$ cat config.mk
export PLATFORM = sky130hd
export DESIGN_NAME = write_back_multi_flat
export DESIGN_NICKNAME = d
export VERILOG_FILES = /design/src/rtl/write_back_multi_if.sv /design/src/rtl/write_back_multi.sv /design/src/flat_wrapper.sv
export SDC_FILE = /design/constraint.sdc
export NUM_CORES = 1
export LEC_CHECK = 0
export ABC_AREA = 1
export CORE_ASPECT_RATIO = 1.25
export CORE_MARGIN = 5
export CORE_UTILIZATION = 50
export CTS_BUF_LIST = sky130_fd_sc_hd__clkbuf_4
export CTS_CLUSTER_SIZE = 24
export DETAILED_ROUTE_END_ITERATION = 8
export PLACE_DENSITY = 0.85
export SETUP_SLACK_MARGIN = 0.02
export SYNTH_ARGS = -nofsm -noshare
export SYNTH_HDL_FRONTEND = slang
export SYNTH_SLANG_ARGS = --single-unit
$ cat constraint.sdc
create_clock -name clk -period 23.9 [get_ports clk]
set_clock_uncertainty 0.2 [all_clocks]
set_input_delay 2.39 -clock clk [delete_from_list [all_inputs] [get_ports clk]]
set_output_delay 2.39 -clock clk [all_outputs]
set_load 0.02 [all_outputs]
$ cat src/rtl/write_back_multi_if.sv
// MEM-to-write-back and ecall-unit handshakes. master = environment (MEM stage
// plus ecall unit), slave = the write-back stage.
interface write_back_multi_if #(
  parameter int XLEN = 64
);
  logic            in_valid;
  logic            in_ready;
  logic [4:0]      in_rd;
  logic            in_we;
  logic            in_is_ecall;
  logic [XLEN-1:0] in_data;
  logic [63:0]     in_pc;
  logic            ecall_req;
  logic [63:0]     ecall_pc;
  logic            ecall_ack;
  logic [XLEN-1:0] ecall_result;

  modport master (
    output in_valid, in_rd, in_we, in_is_ecall, in_data, in_pc, ecall_ack, ecall_result,
    input  in_ready, ecall_req, ecall_pc
  );

  modport slave (
    input  in_valid, in_rd, in_we, in_is_ecall, in_data, in_pc, ecall_ack, ecall_result,
    output in_ready, ecall_req, ecall_pc
  );
endinterface

$ cat src/rtl/write_back_multi.sv
// Multi-lane write-back: in-order retire queue feeding RETIRE_W register-file
// write lanes, with ECALLs serialised through a req/ack handshake.
module write_back_multi #(
  parameter int XLEN     = 64,
  parameter int DEPTH    = 4,
  parameter int RETIRE_W = 2,
  parameter int CNT_W    = 64
) (
  input  logic                     clk,
  input  logic                     reset,
  write_back_multi_if.slave        bus,
  input  logic                     flush,
  output logic [RETIRE_W-1:0]      rf_we,
  output logic [5*RETIRE_W-1:0]    rf_addr,
  output logic [XLEN*RETIRE_W-1:0] rf_data,
  output logic [RETIRE_W-1:0]      clr_valid,
  output logic [5*RETIRE_W-1:0]    clr_addr,
  output logic [$clog2(DEPTH):0]   occupancy,
  output logic [CNT_W-1:0]         retired_total
);
  localparam int PW = $clog2(DEPTH);
  localparam int OW = PW + 1;
  localparam int KW = 3;

  typedef enum logic [1:0] {
    ST_IDLE = 2'd0,
    ST_REQ  = 2'd1,
    ST_ACK  = 2'd2
  } state_e;

  logic [DEPTH-1:0] valid_q;
  logic [DEPTH-1:0] valid_d;
  logic [DEPTH-1:0] we_q;
  logic [DEPTH-1:0] ecall_q;
  logic [4:0]       rd_q   [DEPTH];
  logic [XLEN-1:0]  data_q [DEPTH];
  logic [63:0]      pc_q   [DEPTH];
  logic [PW-1:0]    head_q;
  logic [PW-1:0]    tail_q;
  logic [OW-1:0]    count_q;
  logic [CNT_W-1:0] retired_q;
  state_e           state_q;
  state_e           phase_s;
  logic [63:0]      ecall_pc_q;

  logic [PW-1:0]       lane_idx_s [RETIRE_W];
  logic [RETIRE_W-1:0] retire_s;
  logic [KW-1:0]       k_s;
  logic                chain_s;
  logic                hit_s;
  logic                enq_s;
  logic                ack_fire_s;
  logic                head_ecall_s;

  assign bus.in_ready  = (count_q < OW'(DEPTH));
  assign bus.ecall_req = (state_q == ST_REQ);
  assign bus.ecall_pc  = ecall_pc_q;
  assign occupancy     = count_q;
  assign retired_total = retired_q;

  assign enq_s        = bus.in_valid && bus.in_ready && !flush;
  assign ack_fire_s   = (phase_s == ST_ACK);
  assign head_ecall_s = (count_q != '0) && valid_q[head_q] && ecall_q[head_q];

  // Lane i looks at the i-th oldest queued entry.
  always_comb begin
    for (int i = 0; i < RETIRE_W; i++) begin
      lane_idx_s[i] = head_q + PW'(i);
    end
  end

  // ACK is the Mealy view of REQ in the cycle the ecall unit answers.
  always_comb begin
    if ((state_q == ST_REQ) && bus.ecall_ack) begin
      phase_s = ST_ACK;
    end else begin
      phase_s = state_q;
    end
  end

  // Retire group: consecutive lanes, stopped by an empty slot, an unacked ECALL or a same-cycle WAW.
  always_comb begin
    rf_we     = '0;
    rf_addr   = '0;
    rf_data   = '0;
    clr_valid = '0;
    clr_addr  = '0;
    retire_s  = '0;
    k_s       = '0;
    chain_s   = 1'b1;
    hit_s     = 1'b0;
    for (int i = 0; i < RETIRE_W; i++) begin
      hit_s = 1'b0;
      for (int j = 0; j < i; j++) begin
        hit_s = hit_s | (rf_we[j] && (rf_addr[5*j +: 5] == rd_q[lane_idx_s[i]]));
      end
      chain_s = chain_s && (i < DEPTH) && valid_q[lane_idx_s[i]] && !hit_s &&
                (!ecall_q[lane_idx_s[i]] || ((i == 0) && ack_fire_s));
      if (chain_s) begin
        retire_s[i]              = 1'b1;
        rf_we[i]                 = (rd_q[lane_idx_s[i]] != 5'd0) &&
                                   (ecall_q[lane_idx_s[i]] || we_q[lane_idx_s[i]]);
        rf_addr[5*i +: 5]        = rd_q[lane_idx_s[i]];
        rf_data[XLEN*i +: XLEN]  = ecall_q[lane_idx_s[i]] ? bus.ecall_result : data_q[lane_idx_s[i]];
        clr_valid[i]             = (rd_q[lane_idx_s[i]] != 5'd0);
        clr_addr[5*i +: 5]       = rd_q[lane_idx_s[i]];
        k_s                      = k_s + KW'(1);
      end else begin
        retire_s[i] = 1'b0;
      end
    end
  end

  // Next valid map: drop retired slots, claim the tail slot on enqueue.
  always_comb begin
    valid_d = valid_q;
    for (int i = 0; i < RETIRE_W; i++) begin
      valid_d[lane_idx_s[i]] = valid_d[lane_idx_s[i]] & ~retire_s[i];
    end
    valid_d[tail_q] = valid_d[tail_q] | enq_s;
  end

  // Queue pointers, occupancy and retired counter.
  always_ff @(posedge clk or negedge reset) begin
    if (!reset) begin
      head_q    <= '0;
      tail_q    <= '0;
      count_q   <= '0;
      retired_q <= '0;
      valid_q   <= '0;
    end else begin
      retired_q <= retired_q + CNT_W'(k_s);
      if (flush) begin
        valid_q <= '0;
        head_q  <= tail_q;
        count_q <= '0;
      end else begin
        valid_q <= valid_d;
        head_q  <= head_q + PW'(k_s);
        tail_q  <= tail_q + PW'(enq_s);
        count_q <= count_q + OW'(enq_s) - OW'(k_s);
      end
    end
  end

  // Entry payload; only the valid map needs reset.
  always_ff @(posedge clk) begin
    if (enq_s) begin
      rd_q[tail_q]    <= bus.in_rd;
      we_q[tail_q]    <= bus.in_we;
      ecall_q[tail_q] <= bus.in_is_ecall;
      data_q[tail_q]  <= bus.in_data;
      pc_q[tail_q]    <= bus.in_pc;
    end
  end

  // ECALL handshake FSM; ecall_pc is latched on entry to REQ so it holds until ack.
  always_ff @(posedge clk or negedge reset) begin
    if (!reset) begin
      state_q    <= ST_IDLE;
      ecall_pc_q <= '0;
    end else if (flush) begin
      state_q    <= ST_IDLE;
      ecall_pc_q <= '0;
    end else begin
      case (phase_s)
        ST_IDLE: begin
          if (head_ecall_s) begin
            state_q    <= ST_REQ;
            ecall_pc_q <= pc_q[head_q];
          end else begin
            state_q    <= ST_IDLE;
            ecall_pc_q <= '0;
          end
        end
        ST_REQ: begin
          state_q    <= ST_REQ;
          ecall_pc_q <= ecall_pc_q;
        end
        ST_ACK: begin
          state_q    <= ST_IDLE;
          ecall_pc_q <= '0;
        end
        default: begin
          state_q    <= ST_IDLE;
          ecall_pc_q <= '0;
        end
      endcase
    end
  end
endmodule

$ cat src/flat_wrapper.sv
// flat-port wrapper written by rule: the top's interface ports become plain ports
module write_back_multi_flat 
#(
  parameter int XLEN     = 64,
  parameter int DEPTH    = 4,
  parameter int RETIRE_W = 2,
  parameter int CNT_W    = 64
)
  (clk, reset, flush, rf_we, rf_addr, rf_data, clr_valid, clr_addr, occupancy, retired_total, bus_in_valid, bus_in_rd, bus_in_we, bus_in_is_ecall, bus_in_data, bus_in_pc, bus_ecall_ack, bus_ecall_result, bus_in_ready, bus_ecall_req, bus_ecall_pc);
  write_back_multi_if #(.XLEN(XLEN)) bus_i ();
  input  logic clk;
  input  logic reset;
  input  logic flush;
  output logic [RETIRE_W-1:0] rf_we;
  output logic [5*RETIRE_W-1:0] rf_addr;
  output logic [XLEN*RETIRE_W-1:0] rf_data;
  output logic [RETIRE_W-1:0] clr_valid;
  output logic [5*RETIRE_W-1:0] clr_addr;
  output logic [$clog2(DEPTH):0] occupancy;
  output logic [CNT_W-1:0] retired_total;
  input wire logic [$bits(bus_i.in_valid)-1:0] bus_in_valid;
  input wire logic [$bits(bus_i.in_rd)-1:0] bus_in_rd;
  input wire logic [$bits(bus_i.in_we)-1:0] bus_in_we;
  input wire logic [$bits(bus_i.in_is_ecall)-1:0] bus_in_is_ecall;
  input wire logic [$bits(bus_i.in_data)-1:0] bus_in_data;
  input wire logic [$bits(bus_i.in_pc)-1:0] bus_in_pc;
  input wire logic [$bits(bus_i.ecall_ack)-1:0] bus_ecall_ack;
  input wire logic [$bits(bus_i.ecall_result)-1:0] bus_ecall_result;
  output wire logic [$bits(bus_i.in_ready)-1:0] bus_in_ready;
  output wire logic [$bits(bus_i.ecall_req)-1:0] bus_ecall_req;
  output wire logic [$bits(bus_i.ecall_pc)-1:0] bus_ecall_pc;
  assign bus_i.in_valid = bus_in_valid;
  assign bus_i.in_rd = bus_in_rd;
  assign bus_i.in_we = bus_in_we;
  assign bus_i.in_is_ecall = bus_in_is_ecall;
  assign bus_i.in_data = bus_in_data;
  assign bus_i.in_pc = bus_in_pc;
  assign bus_i.ecall_ack = bus_ecall_ack;
  assign bus_i.ecall_result = bus_ecall_result;
  assign bus_in_ready = bus_i.in_ready;
  assign bus_ecall_req = bus_i.ecall_req;
  assign bus_ecall_pc = bus_i.ecall_pc;
  write_back_multi #(.XLEN(XLEN), .DEPTH(DEPTH), .RETIRE_W(RETIRE_W), .CNT_W(CNT_W)) u_core (.clk(clk), .reset(reset), .bus(bus_i), .flush(flush), .rf_we(rf_we), .rf_addr(rf_addr), .rf_data(rf_data), .clr_valid(clr_valid), .clr_addr(clr_addr), .occupancy(occupancy), .retired_total(retired_total));
endmodule
==> results of run 1 <==
==> cells by family after synthesis <==
| group | Yosys count | share of synthesized area [%] |
|---|---|---|
| buf+inv | 352 | 4.59 |
| xor+xnor | 66 | 1.89 |
| compound gates | 680 | 13.8 |
| simple gates | 1067 | 14.7 |
| fa+ha+maj | 14 | 0.621 |
| flops | 680 | 64.4 |
==> cell type report <==
| class | count | area (sq um) | area share (%) |
|---|---|---|---|
| multi-input combinational | 1827 | 9570 | 25.0 |
| clock buffer | 241 | 1810 | 4.73 |
| clock inverter | 57 | 415 | 1.09 |
| timing repair buffer | 517 | 5100 | 13.3 |
| tap | 824 | 1030 | 2.69 |
| antenna | 24 | 60.1 | 0.157 |
| inverter | 141 | 542 | 1.42 |
| sequential | 680 | 19700 | 51.6 |
==> cells in the final DEF (no fill, tap or decap), types with 3 or more instances in the layout <==
| cell type | Yosys | routed |
|---|---|---|
| nor2_4 | 2 | 3 |
| ha_1 | 12 | 11 |
| nor4_1 | 11 | 11 |
| nor2_2 | 5 | 5 |
| nand2_1 | 587 | 582 |
| clkdlybuf4s50_1 | 0 | 487 |
| a21oi_1 | 227 | 227 |
| clkinv_1 | 1 | 35 |
| o21ai_0 | 229 | 229 |
| nor3_2 | 3 | 7 |
| nand2_4 | 1 | 4 |
| bufinv_16 | 0 | 4 |
| diode_2 | 0 | 24 |
| nand3_1 | 159 | 159 |
| clkbuf_4 | 0 | 241 |
| a221oi_1 | 27 | 27 |
| nand4_1 | 18 | 18 |
| nor3_4 | 3 | 3 |
| inv_8 | 0 | 3 |
| edfxtp_1 | 540 | 540 |
| a32o_1 | 90 | 90 |
| inv_1 | 137 | 136 |
| clkinv_4 | 0 | 3 |
| clkinv_8 | 0 | 3 |
| nor2_1 | 238 | 237 |
| o211ai_1 | 41 | 41 |
| xnor2_1 | 17 | 17 |
| buf_4 | 12 | 29 |
| nand2_2 | 3 | 5 |
| inv_6 | 0 | 5 |
| clkinv_2 | 0 | 7 |
| dfrtp_1 | 140 | 138 |
| xor2_1 | 49 | 49 |
| a211oi_1 | 64 | 64 |
| nor3_1 | 24 | 20 |
==> layer usage <==
| layer | wire length, um | vias up | part of all wire [%] |
|---|---|---|---|
| li1 | - | 11300 | - |
| met1 | 31400 | 11700 | 36 |
| met2 | 43400 | 1300 | 50 |
| met3 | 8210 | 275 | 9.4 |
| met4 | 4380 | 14 | 5.0 |
| met5 | 93 | - | 0.11 |
==> metrics by stage <==
step / power (mW) / cell area [sq um]
6_report: 4.09 / 38300
5_1_grt: 4.34 / 38200
4_1_cts: 4.10 / 38200
3_5_place_dp: 3.11 / 36000
3_3_place_gp: 3.08 / 36000
2_1_floorplan: 2.53 / 30600
==> cell usage after synthesis <==
cell type	number
a2111oi_0	1
a211oi_1	64
a21oi_1	227
a221oi_1	27
a31o_2	1
a32o_1	90
buf_1	20
buf_2	32
buf_4	12
clkbuf_1	147
clkinv_1	1
dfrtp_1	140
edfxtp_1	540
fa_1	2
ha_1	12
inv_1	137
inv_2	3
nand2_1	587
nand2_2	3
nand2_4	1
nand3_1	159
nand3_2	2
nand3_4	2
nand3b_1	2
nand4_1	18
nand4_4	1
nor2_1	238
nor2_2	5
nor2_4	2
nor2_8	1
nor3_1	24
nor3_2	3
nor3_4	3
nor3b_2	1
nor4_1	11
o211ai_1	41
o21ai_0	229
or2_2	1
or2_4	2
or3b_1	1
xnor2_1	17
xor2_1	49
==> worst paths after layout <==
kind	end	slack (ps)	depth (start not counted)
worst min register to register	u_core.retired_total[63]	290	1
min in group asynchronous	u_core.bus.ecall_pc[27]	1260	1
worst max register to register	u_core.retired_total[60]	16380	23
worst min-delay path	u_core.retired_total[63]	290	1
worst max-delay path	rf_data[96]	14690	12
max in group asynchronous	u_core.head_q[1]	20760	2
==> state kept, by name (all words and copies together) (netlist names) <==
signal and count:
u_core.head_q 2, u_core.state_q 1, u_core.rd_q 20, u_core.retired_total 64
u_core.valid_q 4, u_core.we_q 4, u_core.data_q 256, u_core.tail_q 2
u_core.bus.ecall_pc 64, u_core.occupancy 3, u_core.ecall_q 4, u_core.pc_q 256
==> worst reg2reg max path, stage by stage (launching register included) <==
cell and delay [ps]:
dfrtp_4 860, buf_4 930, nand2_1 120, nand3_1 200, nand3_1 370, nand2_4 850, a221oi_1 210, nand2_4 800
inv_1 130, ha_1 370, ha_1 190, inv_1 60, fa_1 420, nor2_1 140, nand3_1 110, or2_4 280
nor2_8 140, nand4_4 120, nor2_2 170, nand3_2 180, nor3_4 230, nand2_1 130, nor2_1 140, xor2_1 150
==> power by group through the flow <==
stage	Combinational (mW)	Clock, mW	Sequential, mW
after floorplan	1.04	0	1.49
after global placement	1.62	0	1.47
after detailed placement	1.64	0	1.47
after CTS	1.65	1.01	1.44
after global routing	1.80	1.08	1.45
final	1.67	0.982	1.45
==> flow_summary.json, run 1 <==
{
  "status": "finished, final reports clean",
  "die_x_um": 231,
  "cts.htree.levels": 4,
  "hold_violations": 0,
  "setup_viol": 0,
  "critPathMostFrequentCell": "nand3_1",
  "cts_tree": "yes",
  "clk_pin_slew_ps": 60,
  "yosysTopAreaCellShare_pct": 52.9,
  "grt_overflow": 0,
  "use_met1_pct": 29.1,
  "grt_max_degree": 126,
  "reg2reg_from": "u_core.head_q[0]",
  "ys_warn_count": 0,
  "drc": 0,
  "viasPerCell": 5.69,
  "met3_usage_pct": 7.79,
  "core_sq_um": 60800,
  "synth_cell_types": 42,
  "pwr-share-clk_pct": 24.0,
  "ys_ff_latch": 680,
  "finalWorstSetupSlack_ps": 14690,
  "cp_max_fo": 105,
  "place.gp.congestion": 0.906,
  "fin_cells": 4311,
  "worst-setup-path-type": "flip-flop to primary output",
  "syn2layout_area_growth_pct": 24.9,
  "peakVddDrop_mv": 0.0835,
  "syn_inst": 2859,
  "post_cts_resize_count": 0,
  "p_leak_nw": 14.4,
  "die-height_um": 287,
  "grt.busiest_layer": "met2",
  "slowest_delay_ps": 920,
  "drive_gt1_share_pct": 9.79,
  "worst_setup_path_end_kind": "primary output",
  "dr_total_vias": 24500,
  "cpMaxStageDelayCell": "buf_4",
  "postCtsSetupBuffers": 0,
  "worst_pin_slew_ps": 1250,
  "final.setup.tns_ps": 0,
  "synth_area_leaders": "edfxtp_1 53%, dfrtp_1 11%, nand2_1 7.2%, o21ai_0 3.7%, a21oi_1 3.7%",
  "slew_violations": 0,
  "dieArea_sq_um": 66300,
  "port_buffers": 488,
  "wl_per_cell_um": 20.3,
  "worst_ep_required_time_ps": 21310,
  "synth_top_cell_by_area": "edfxtp_1",
  "p_int_mw": 2.45,
  "rsz0062_at_grt": "false",
  "arrival_ps": 6620,
  "dp_hpwl_um": 54900,
  "power_density_nw_per_um2": 107,
  "nFillCells": 4549,
  "first_iter_violations": 2171,
  "cts_hold_buf": 0,
  "p_seq_share_pct": 35.3,
  "drtPass1Iterations": 6,
  "p_switching_mw": 1.65,
  "fin_util_pct": 62.9,
  "rows": 101,
  "avgSynthCellArea_sq_um": 10.7,
  "met2_usage_pct": 43.2,
  "maxCapViolCount": 0,
  "seq_area_frac_synth_pct": 64.4,
  "hp-start": "u_core.retired_total[63]",
  "cpLargestDelayFamily": "simple AND/OR/NAND/NOR gates",
  "root_buffer": "clkbuf_4",
  "grt_first_pass_wirelength_um": 133000,
  "top_level_ports": 489,
  "cts_buffer_depth": 3,
  "layout.nets": 3547,
  "dp.cells": 3989,
  "crit_buf_inv": 3,
  "fin_crit_sh_pct": 38.5,
  "startpoint": "u_core.head_q[0]",
  "period_minus_slack_ps": 9210,
  "worst_setup_path_start_kind": "flip-flop",
  "drt.antenna.violating_nets": 0,
  "synth_nets": 3077,
  "crit_chain": "buf_4, nand2_1, nand3_1, nand3_1, nand2_4, inv_1, nand3_1, nor2_1, nand3_1, nand2_4, a221oi_1, clkdlybuf4s50_1",
  "whs_ps": 293,
  "grt_pass1_vias": 24500,
  "slew_headroom_pct": 16.9,
  "cts.sinks": 680,
  "hold_class": "flip-flop to flip-flop",
  "cts_inserted_buffers": 162,
  "antenna_found_initial": 23,
  "syn_area_sq_um": 30600,
  "p_comb_share_pct": 40.7,
  "switching_share_pct": 40.2,
  "dpl_worst_slack_ps": 14880,
  "start_util_pct": 50.4,
  "wl_um": 87500,
  "grt_usage_pct": 25.6,
  "insertion_delay_ps": 1010,
  "fmax_mhz": 109
}
(Power assumes the default switching activity.)
==> inputs of run 2 (changes only) <==
==> constraint.sdc (replaced) <==
create_clock -name clk -period 8.8 [get_ports clk]
set_clock_uncertainty 0.2 [all_clocks]
set_input_delay 0.88 -clock clk [delete_from_list [all_inputs] [get_ports clk]]
set_output_delay 0.88 -clock clk [all_outputs]
set_load 0.02 [all_outputs]
==> flow_summary.json, run 2 (synthesized netlist as in run 1, its figures left out) <==
{
  "top_level_ports": 489,
  "setup_viol": 0,
  "insertion_delay_ps": 950,
  "grt_usage_pct": 25.3,
  "drt.antenna.violating_nets": 0,
  "final.setup.tns_ps": 0,
  "fin_crit_sh_pct": 81.4,
  "worst_setup_path_end_kind": "primary output",
  "maxCapViolCount": 0,
  "period_minus_slack_ps": 7160,
  "place.gp.congestion": 0.889,
  "fmax_mhz": 140,
  "post_cts_resize_count": 0,
  "port_buffers": 488,
  "hold_violations": 0,
  "peakVddDrop_mv": 0.285,
  "final_cell_mix": "582 x nand2_1, 540 x edfxtp_1, 487 x clkdlybuf4s50_1, 247 x clkbuf_4, 237 x nor2_1",
  "cts_hold_buf": 1,
  "dp_hpwl_um": 53400,
  "grt_pass1_vias": 24700,
  "worst_ep_required_time_ps": 7720,
  "start_util_pct": 50.4,
  "whs_ps": 300,
  "clk_pin_slew_ps": 80,
  "dpl_cell_area_sq_um": 36000,
  "dieArea_sq_um": 66300,
  "grt_max_degree": 236,
  "root_buffer": "clkbuf_4",
  "hold_class": "flip-flop to flip-flop",
  "cts.sinks": 680,
  "worst_setup_path_start_kind": "flip-flop",
  "layout.nets": 3544,
  "worst_pin_slew_ps": 1160,
  "cts_buffer_depth": 3,
  "status": "finished, final reports clean",
  "wl_per_cell_um": 19.9,
  "postCtsSetupBuffers": 0,
  "cts_tree": "yes",
  "wl_um": 85600,
  "first_iter_violations": 2419,
  "syn2layout_area_growth_pct": 24.7,
  "reg.largest.list": "u_core.data_q (256), u_core.pc_q (256)",
  "finalInstanceArea_sq_um": 38200,
  "drc": 0,
  "cp_max_fo": 191,
  "grt_overflow": 0,
  "mostFrequentLayoutCell": "nand2_1",
  "grt_first_pass_wirelength_um": 133000,
  "rows": 101,
  "viasPerCell": 5.65,
  "power.total_mw": 11.0,
  "drive_gt1_share_pct": 9.84,
  "slew_headroom_pct": 22.4,
  "slew_violations": 0,
  "dr_total_vias": 24300,
  "worst-setup-path-type": "flip-flop to primary output",
  "core_sq_um": 60800,
  "die_x_um": 231,
  "p_leak_nw": 14.4,
  "fin_util_pct": 62.8,
  "die-height_um": 287,
  "cts_inserted_buffers": 160,
  "antenna_found_initial": 19,
  "drtPass1Iterations": 5,
  "power_density_nw_per_um2": 287,
  "rsz0062_at_grt": "false",
  "cts.htree.levels": 4,
  "arrival_ps": 6080
}
run 2: cell type report:
type | count | area (sq um)
antenna | 13 | 32.5
clock buffer | 247 | 1850
clock inverter | 46 | 300
fill | 4591 | 22600
inverter | 141 | 542
multi-input combinational | 1827 | 9580
sequential | 680 | 19700
tap | 824 | 1030
timing repair buffer | 516 | 5120
run 2: worst paths after layout:
check	cells past startpoint	end	slack (ps)	startpoint
min	1	u_core.retired_total[60]	300	u_core.retired_total[60]
min reg2reg	1	u_core.retired_total[60]	300	u_core.retired_total[60]
max in group asynchronous	3	u_core.head_q[0]	6580	reset
min in group asynchronous	2	u_core.state_q[0]	310	reset
max reg2reg	27	u_core.retired_total[60]	1810	u_core.head_q[0]
max	14	rf_data[124]	1640	u_core.head_q[0]
run 2: critical path, cell delays in order, from the launching register on:
cell,delay (ps)
dfrtp_4,640
inv_8,620
ha_4,540
buf_4,710
nand3_1,150
nand2_1,180
inv_1,50
nand2_1,60
nand2_1,50
nor2_1,130
nand3_1,170
nand2_4,450
buf_4,540
nor2_1,110
clkdlybuf4s50_1,620
run 2: metrics by stage:
step                      cells  setup slack (ps)
after CTS                  4281              1490
after global routing       4289              1060
after global placement     3987              1980
final                      4294              1640
after floorplan            2859             -2690
after detailed placement   3987              1750
run 2: per-layer routing:
| layer | track usage, % | routed length [um] |
|---|---|---|
| met4 | 11.9 | 3220 |
| met3 | 7.56 | 7600 |
| met5 | 0 | 95 |
| met2 | 43.0 | 43300 |
| met1 | 29.6 | 31400 |
run 2: where the power goes:
part / total (mW) / switching, mW / internal [mW]
sequential: 3.91 / 0.142 / 3.77
combinational: 4.43 / 2.94 / 1.49
clock: 2.62 / 1.26 / 1.36
total: 11.0 / 4.34 / 6.61
==> inputs of run 3 (changes only) <==
==> constraint.sdc (replaced) <==
create_clock -name clk -period 6.9 [get_ports clk]
set_clock_uncertainty 0.2 [all_clocks]
set_input_delay 0.69 -clock clk [delete_from_list [all_inputs] [get_ports clk]]
set_output_delay 0.69 -clock clk [all_outputs]
set_load 0.02 [all_outputs]
==> flow_summary.json, run 3 (synthesized netlist as in run 1, its figures left out) <==
{
  "layout.nets": 3553,
  "worst_setup_path_end_kind": "primary output",
  "wl_um": 88000,
  "cts_tree": "yes",
  "p_comb_share_pct": 40.6,
  "first_iter_violations": 2455,
  "fin_crit_sh_pct": 92.7,
  "nFillCells": 4554,
  "worst-setup-path-type": "flip-flop to primary output",
  "dpl_cell_area_sq_um": 36100,
  "port_buffers": 488,
  "rows": 101,
  "grt_first_pass_wirelength_um": 136000,
  "slew_headroom_pct": 25.1,
  "cts.htree.levels": 4,
  "drc": 0,
  "pwr-share-clk_pct": 23.4,
  "finalInstanceArea_sq_um": 38300,
  "wl_per_cell_um": 20.5,
  "mostFrequentLayoutCell": "nand2_1",
  "status": "finished, final reports clean",
  "p_leak_nw": 14.4,
  "reg2reg_slack_ps": 910,
  "syn2layout_area_growth_pct": 24.9,
  "cts_buffer_depth": 3,
  "final.setup.tns_ps": 0,
  "drt.antenna.violating_nets": 0,
  "drtPass1Iterations": 5,
  "drive_gt1_share_pct": 9.68,
  "whs_ps": 127,
  "p_switching_mw": 5.57,
  "hold_violations": 0,
  "worst_setup_path_start_kind": "flip-flop",
  "rr_worst_depth": 24,
  "final_cell_mix": "582 x nand2_1, 540 x edfxtp_1, 487 x clkdlybuf4s50_1, 241 x clkbuf_4, 237 x nor2_1",
  "maxCapViolCount": 0,
  "grt_pass1_vias": 24800,
  "fmax_mhz": 156,
  "top_level_ports": 489,
  "worst_pin_slew_ps": 1120,
  "peakVddDrop_mv": 0.365,
  "period_minus_slack_ps": 6400,
  "viasPerCell": 5.76,
  "dr_total_vias": 24800,
  "slew_violations": 0,
  "place.gp.congestion": 0.914,
  "worst_ep_required_time_ps": 6010,
  "postCtsSetupBuffers": 0,
  "die-height_um": 287,
  "p_seq_share_pct": 36.0,
  "dieArea_sq_um": 66300,
  "insertion_delay_ps": 980,
  "power.total_mw": 13.9,
  "core_sq_um": 60800,
  "reg.largest.list": "u_core.data_q (256), u_core.pc_q (256)",
  "arrival_ps": 5510,
  "grt_usage_pct": 26.0,
  "finalWorstSetupSlack_ps": 504,
  "root_buffer": "clkbuf_4",
  "grt_overflow": 0,
  "cts_inserted_buffers": 162,
  "switching_share_pct": 40.0,
  "grt_max_degree": 109,
  "hold_class": "primary input to async pin",
  "clk_pin_slew_ps": 70,
  "rsz0062_at_grt": "false",
  "dp_hpwl_um": 54800,
  "cp_max_fo": 81,
  "antenna_found_initial": 13,
  "cts.sinks": 680,
  "p_int_mw": 8.37,
  "dpl_worst_slack_ps": 859,
  "power_density_nw_per_um2": 364,
  "start_util_pct": 50.4,
  "setup_viol": 0,
  "die_x_um": 231
}
## run 3: changes by cell type in the layout (fill, tap and decap cells not counted), sizes merged
cell	delta
bufinv	-1
clkbuf	-6
clkinv	+3
dlygate4sd3	+4
buf	+3
clkinvlp	+1
diode	-1
## run 3: layout make-up
class                   count  area, sq um  share of cell area, %
diodes                     12         30.0                 0.0785
clock buffers             241         1810                   4.73
clock inverters            49          285                  0.745
inverters                 141          542                   1.42
multi-input cells        1827         9600                   25.1
flip-flops and latches    680        19700                   51.5
well taps                 824         1030                   2.69
repair buffers            523         5240                   13.7
## run 3: per-stage QoR
stage          cells  util [%]
6_report        4297      63.0
5_1_grt         4295      63.0
4_1_cts         4285      62.9
3_5_place_dp    3990      59.4
3_3_place_gp    3990      59.4
2_1_floorplan   2859         -
## run 3: worst max-delay path, cell delays in order (launching register included)
cell,delay (ps)
dfrtp_4,850
inv_8,300
nand2_1,170
nand3_1,80
nand2_1,490
nand2_4,370
a221oi_1,550
nand2_4,90
buf_6,320
a221oi_1,520
clkdlybuf4s50_1,720
## run 3: worst paths after layout
path                                          startpoint                  endpoint
worst min-delay path                               reset   u_core.bus.ecall_pc[11]
max in group asynchronous                          reset   u_core.bus.ecall_pc[37]
min in group clk                           bus_in_pc[17]        u_core.pc_q[3][17]
worst min register to register  u_core.retired_total[63]  u_core.retired_total[63]
worst max register to register          u_core.head_q[0]  u_core.retired_total[50]
worst max-delay path                    u_core.head_q[0]              rf_data[122]
## run 3: power by group through the flow
stage / clock network [mW] / logic (mW) / registers, mW
after global routing: 3.58 / 6.18 / 5.05
after detailed placement: 0 / 5.61 / 5.10
after global placement: 0 / 5.47 / 5.08
final: 3.26 / 5.66 / 5.02
after CTS: 3.34 / 5.65 / 5.01
after floorplan: 0 / 3.61 / 5.12
## run 3: metal layers
| layer | up-vias | share of wire, % | routed length, um | global-route usage [%] |
|---|---|---|---|---|
| li1 | 11300 | - | - | - |
| met1 | 11900 | 36 | 32000 | 30.8 |
| met2 | 1310 | 51 | 44600 | 44.4 |
| met3 | 237 | 8.6 | 7580 | 6.55 |
| met4 | 2 | 4.2 | 3710 | 12.6 |
| met5 | - | 0.023 | 20 | 0 |
## run 3: what timing repair did
action | CTS | global route
hold endpoints to repair | 93 | 0
hold buffers | 5 | 0
endpoints found under the setup margin | 0 | 7
resized for setup | 0 | 2
==> variant, RTL diff (config.mk and constraints of run 3) <==
`CNT_W` is set to 64 in 2 places; all go to 72.
--- a/src/rtl/write_back_multi.sv
+++ b/src/rtl/write_back_multi.sv
@@ -4,7 +4,7 @@
   parameter int XLEN     = 64,
   parameter int DEPTH    = 4,
   parameter int RETIRE_W = 2,
-  parameter int CNT_W    = 64
+  parameter int CNT_W    = 72
 ) (
   input  logic                     clk,
   input  logic                     reset,
--- a/src/flat_wrapper.sv
+++ b/src/flat_wrapper.sv
@@ -4,7 +4,7 @@
   parameter int XLEN     = 64,
   parameter int DEPTH    = 4,
   parameter int RETIRE_W = 2,
-  parameter int CNT_W    = 64
+  parameter int CNT_W    = 72
 )
   (clk, reset, flush, rf_we, rf_addr, rf_data, clr_valid, clr_addr, occupancy, retired_total, bus_in_valid, bus_in_rd, bus_in_we, bus_in_is_ecall, bus_in_data, bus_in_pc, bus_ecall_ack, bus_ecall_result, bus_in_ready, bus_ecall_req, bus_ecall_pc);
   write_back_multi_if #(.XLEN(XLEN)) bus_i ();
Interface: changed (resized retired_total); port bits go from 489 to 497. The function was not compared with the original's and may differ.
==> variant against run 3 <==
Hold slack got worse by 0.0044 ns; sequential share of layout area fell by 0.58 points; cell area rose by 2.1%; setup slack got worse by 0.017 ns; wire length rose by 3.1%; via count rose by 1.4%; sequential cell count rose by 8; clock power rose by 5%; synthesized area rose by 2.3%; total power rose by 2.5%; critical path type unchanged; largest power group unchanged.
==> variant: results (changes against run 3) <==
- Async set-reset flop share out of synthesis: 21.5% (+0.92 points)
- Largest stage delay on the critical path: 0.67 ns (-0.18 ns)
- Syn nets: 3,127 (+1.6%)
- Placed Instances: 4,059 (+1.7%)
- Worst VDD drop: 0.389 mV (+6.6%)
- PortBufs: 496 (+1.6%)
- Pin count of the biggest net entering global routing: 222 (+100%)
- Num CTS Buffers: 165 (+1.9%)
- Status: complete, no violations
- Final cell count without fillers: 4,380 (+1.9%)
- Setup WS pre-CTS: 0.741 ns (-0.118 ns)
- Global-route wire length before repair: 138 mm (+1.3%)
- Nets: 3,620 (+1.9%)
- Crit-path max FO: 118 (+46%)
- Dpl hpwl: 56.4 mm (+2.9%)
- Synth area leaders: edfxtp_1 (52%), dfrtp_1 (12%), nand2_1 (7.2%)
- Fillers: 4,644 (+2.0%)
- Vias in the first global route: 25.4k (+2.4%)
- Tot GR Track Use: 26.0% (-0.056 points)
- Static leakage: 0.0148 uW (+3.1%)
- Rel. slew slack: 24.6% (-0.52 points)
- Critical Path AT: 5.52 ns (about the same)
- Antenna violations before repair: 18 (+5)
- Layout cells sized above 1: 10.7% (+1.0 points)
- Mean Syn Cell Area: 10.8 sq um (+0.55%)
- Sequential area share after synthesis: 63.6% (-0.82 points)
- Top cells by count, synth: nand2_1 (604), edfxtp_1 (540), a21oi_1 (232), nor2_1 (223), o21ai_0 (214)
variant: cell types whose count changed after synthesis, sizes merged, moves of 4 or more:
cell	run 3	this run
o21ai	229	217
nand3	163	167
a21oi	227	232
xor2	49	58
buf	64	79
dfrtp	140	148
inv	140	160
nand2	591	609
nor2	246	236
clkbuf	147	132
nor3	30	39
variant: cell families after synthesis:
| family | Yosys count | synth area share, % |
|---|---|---|
| AOI/OAI and AO/OA | 675 | 14.0 |
| xor gates and xnor gates | 74 | 2.07 |
| adders and majority gates | 14 | 0.607 |
| buffers and inverters | 371 | 4.97 |
| DFF | 688 | 63.6 |
| and+or+nand+nor | 1087 | 14.8 |
variant: per-stage QoR:
| stage | hold WS [ns] | cell area [sq um] |
|---|---|---|
| 2_1_floorplan | 0.194 | 31400 |
| 3_3_place_gp | 0.292 | 36800 |
| 3_5_place_dp | 0.295 | 36800 |
| 4_1_cts | 0.000646 | 39000 |
| 5_1_grt | 0.0214 | 39100 |
| 6_report | 0.122 | 39100 |
variant: layout make-up:
| class | instances | share of cell area [%] |
|---|---|---|
| Antenna cell | 14 | 0.0896 |
| Clock buffer | 239 | 4.59 |
| Clock inverter | 60 | 1.02 |
| Inverter | 160 | 1.59 |
| Multi-Input combinational cell | 1850 | 25.5 |
| Sequential cell | 688 | 51.0 |
| Tap cell | 832 | 2.66 |
| Timing Repair Buffer | 536 | 13.6 |
| Timing Repair inverter | 1 | 0.0128 |
variant: final timing paths:
path | from | end | slack [ns] | cells past startpoint
max in group asynchronous | reset | u_core.head_q[0] | 4.74 | 3
min in group clk | bus_in_pc[60] | u_core.pc_q[3][60] | 0.13 | 1
hold reg to reg | u_core.retired_total[35] | u_core.retired_total[35] | 0.30 | 1
setup / recovery | u_core.head_q[0] | rf_data[105] | 0.49 | 10
setup reg to reg | u_core.head_q[0] | u_core.retired_total[68] | 0.83 | 24
hold / removal | reset | u_core.state_q[0] | 0.12 | 2
variant: power by group through the flow:
stage               clock network, uW  registers, uW  logic (uW)
finish                           3410           5040        5850
global route                     3710           5060        6360
CTS                              3480           5030        5810
detailed placement                  0           5110        5770
global placement                    0           5090        5650
floorplan                           0           5160        3730
variant: what timing repair did:
item                       4_1_cts  5_1_grt
gates resized for setup          0        4
setup endpoints to repair        0       69
hold endpoints to repair        82        0
hold buffers                     7        0
variant: layer usage:
layer | vias to the layer above | part of all wire, % | global-route usage (%)
met3 | 241 | 8.7 | 6.80
li1 | 11479 | - | -
met4 | 6 | 4.0 | 13.0
met1 | 12137 | 36 | 30.4
met5 | - | 0.052 | 0
met2 | 1236 | 51 | 44.0
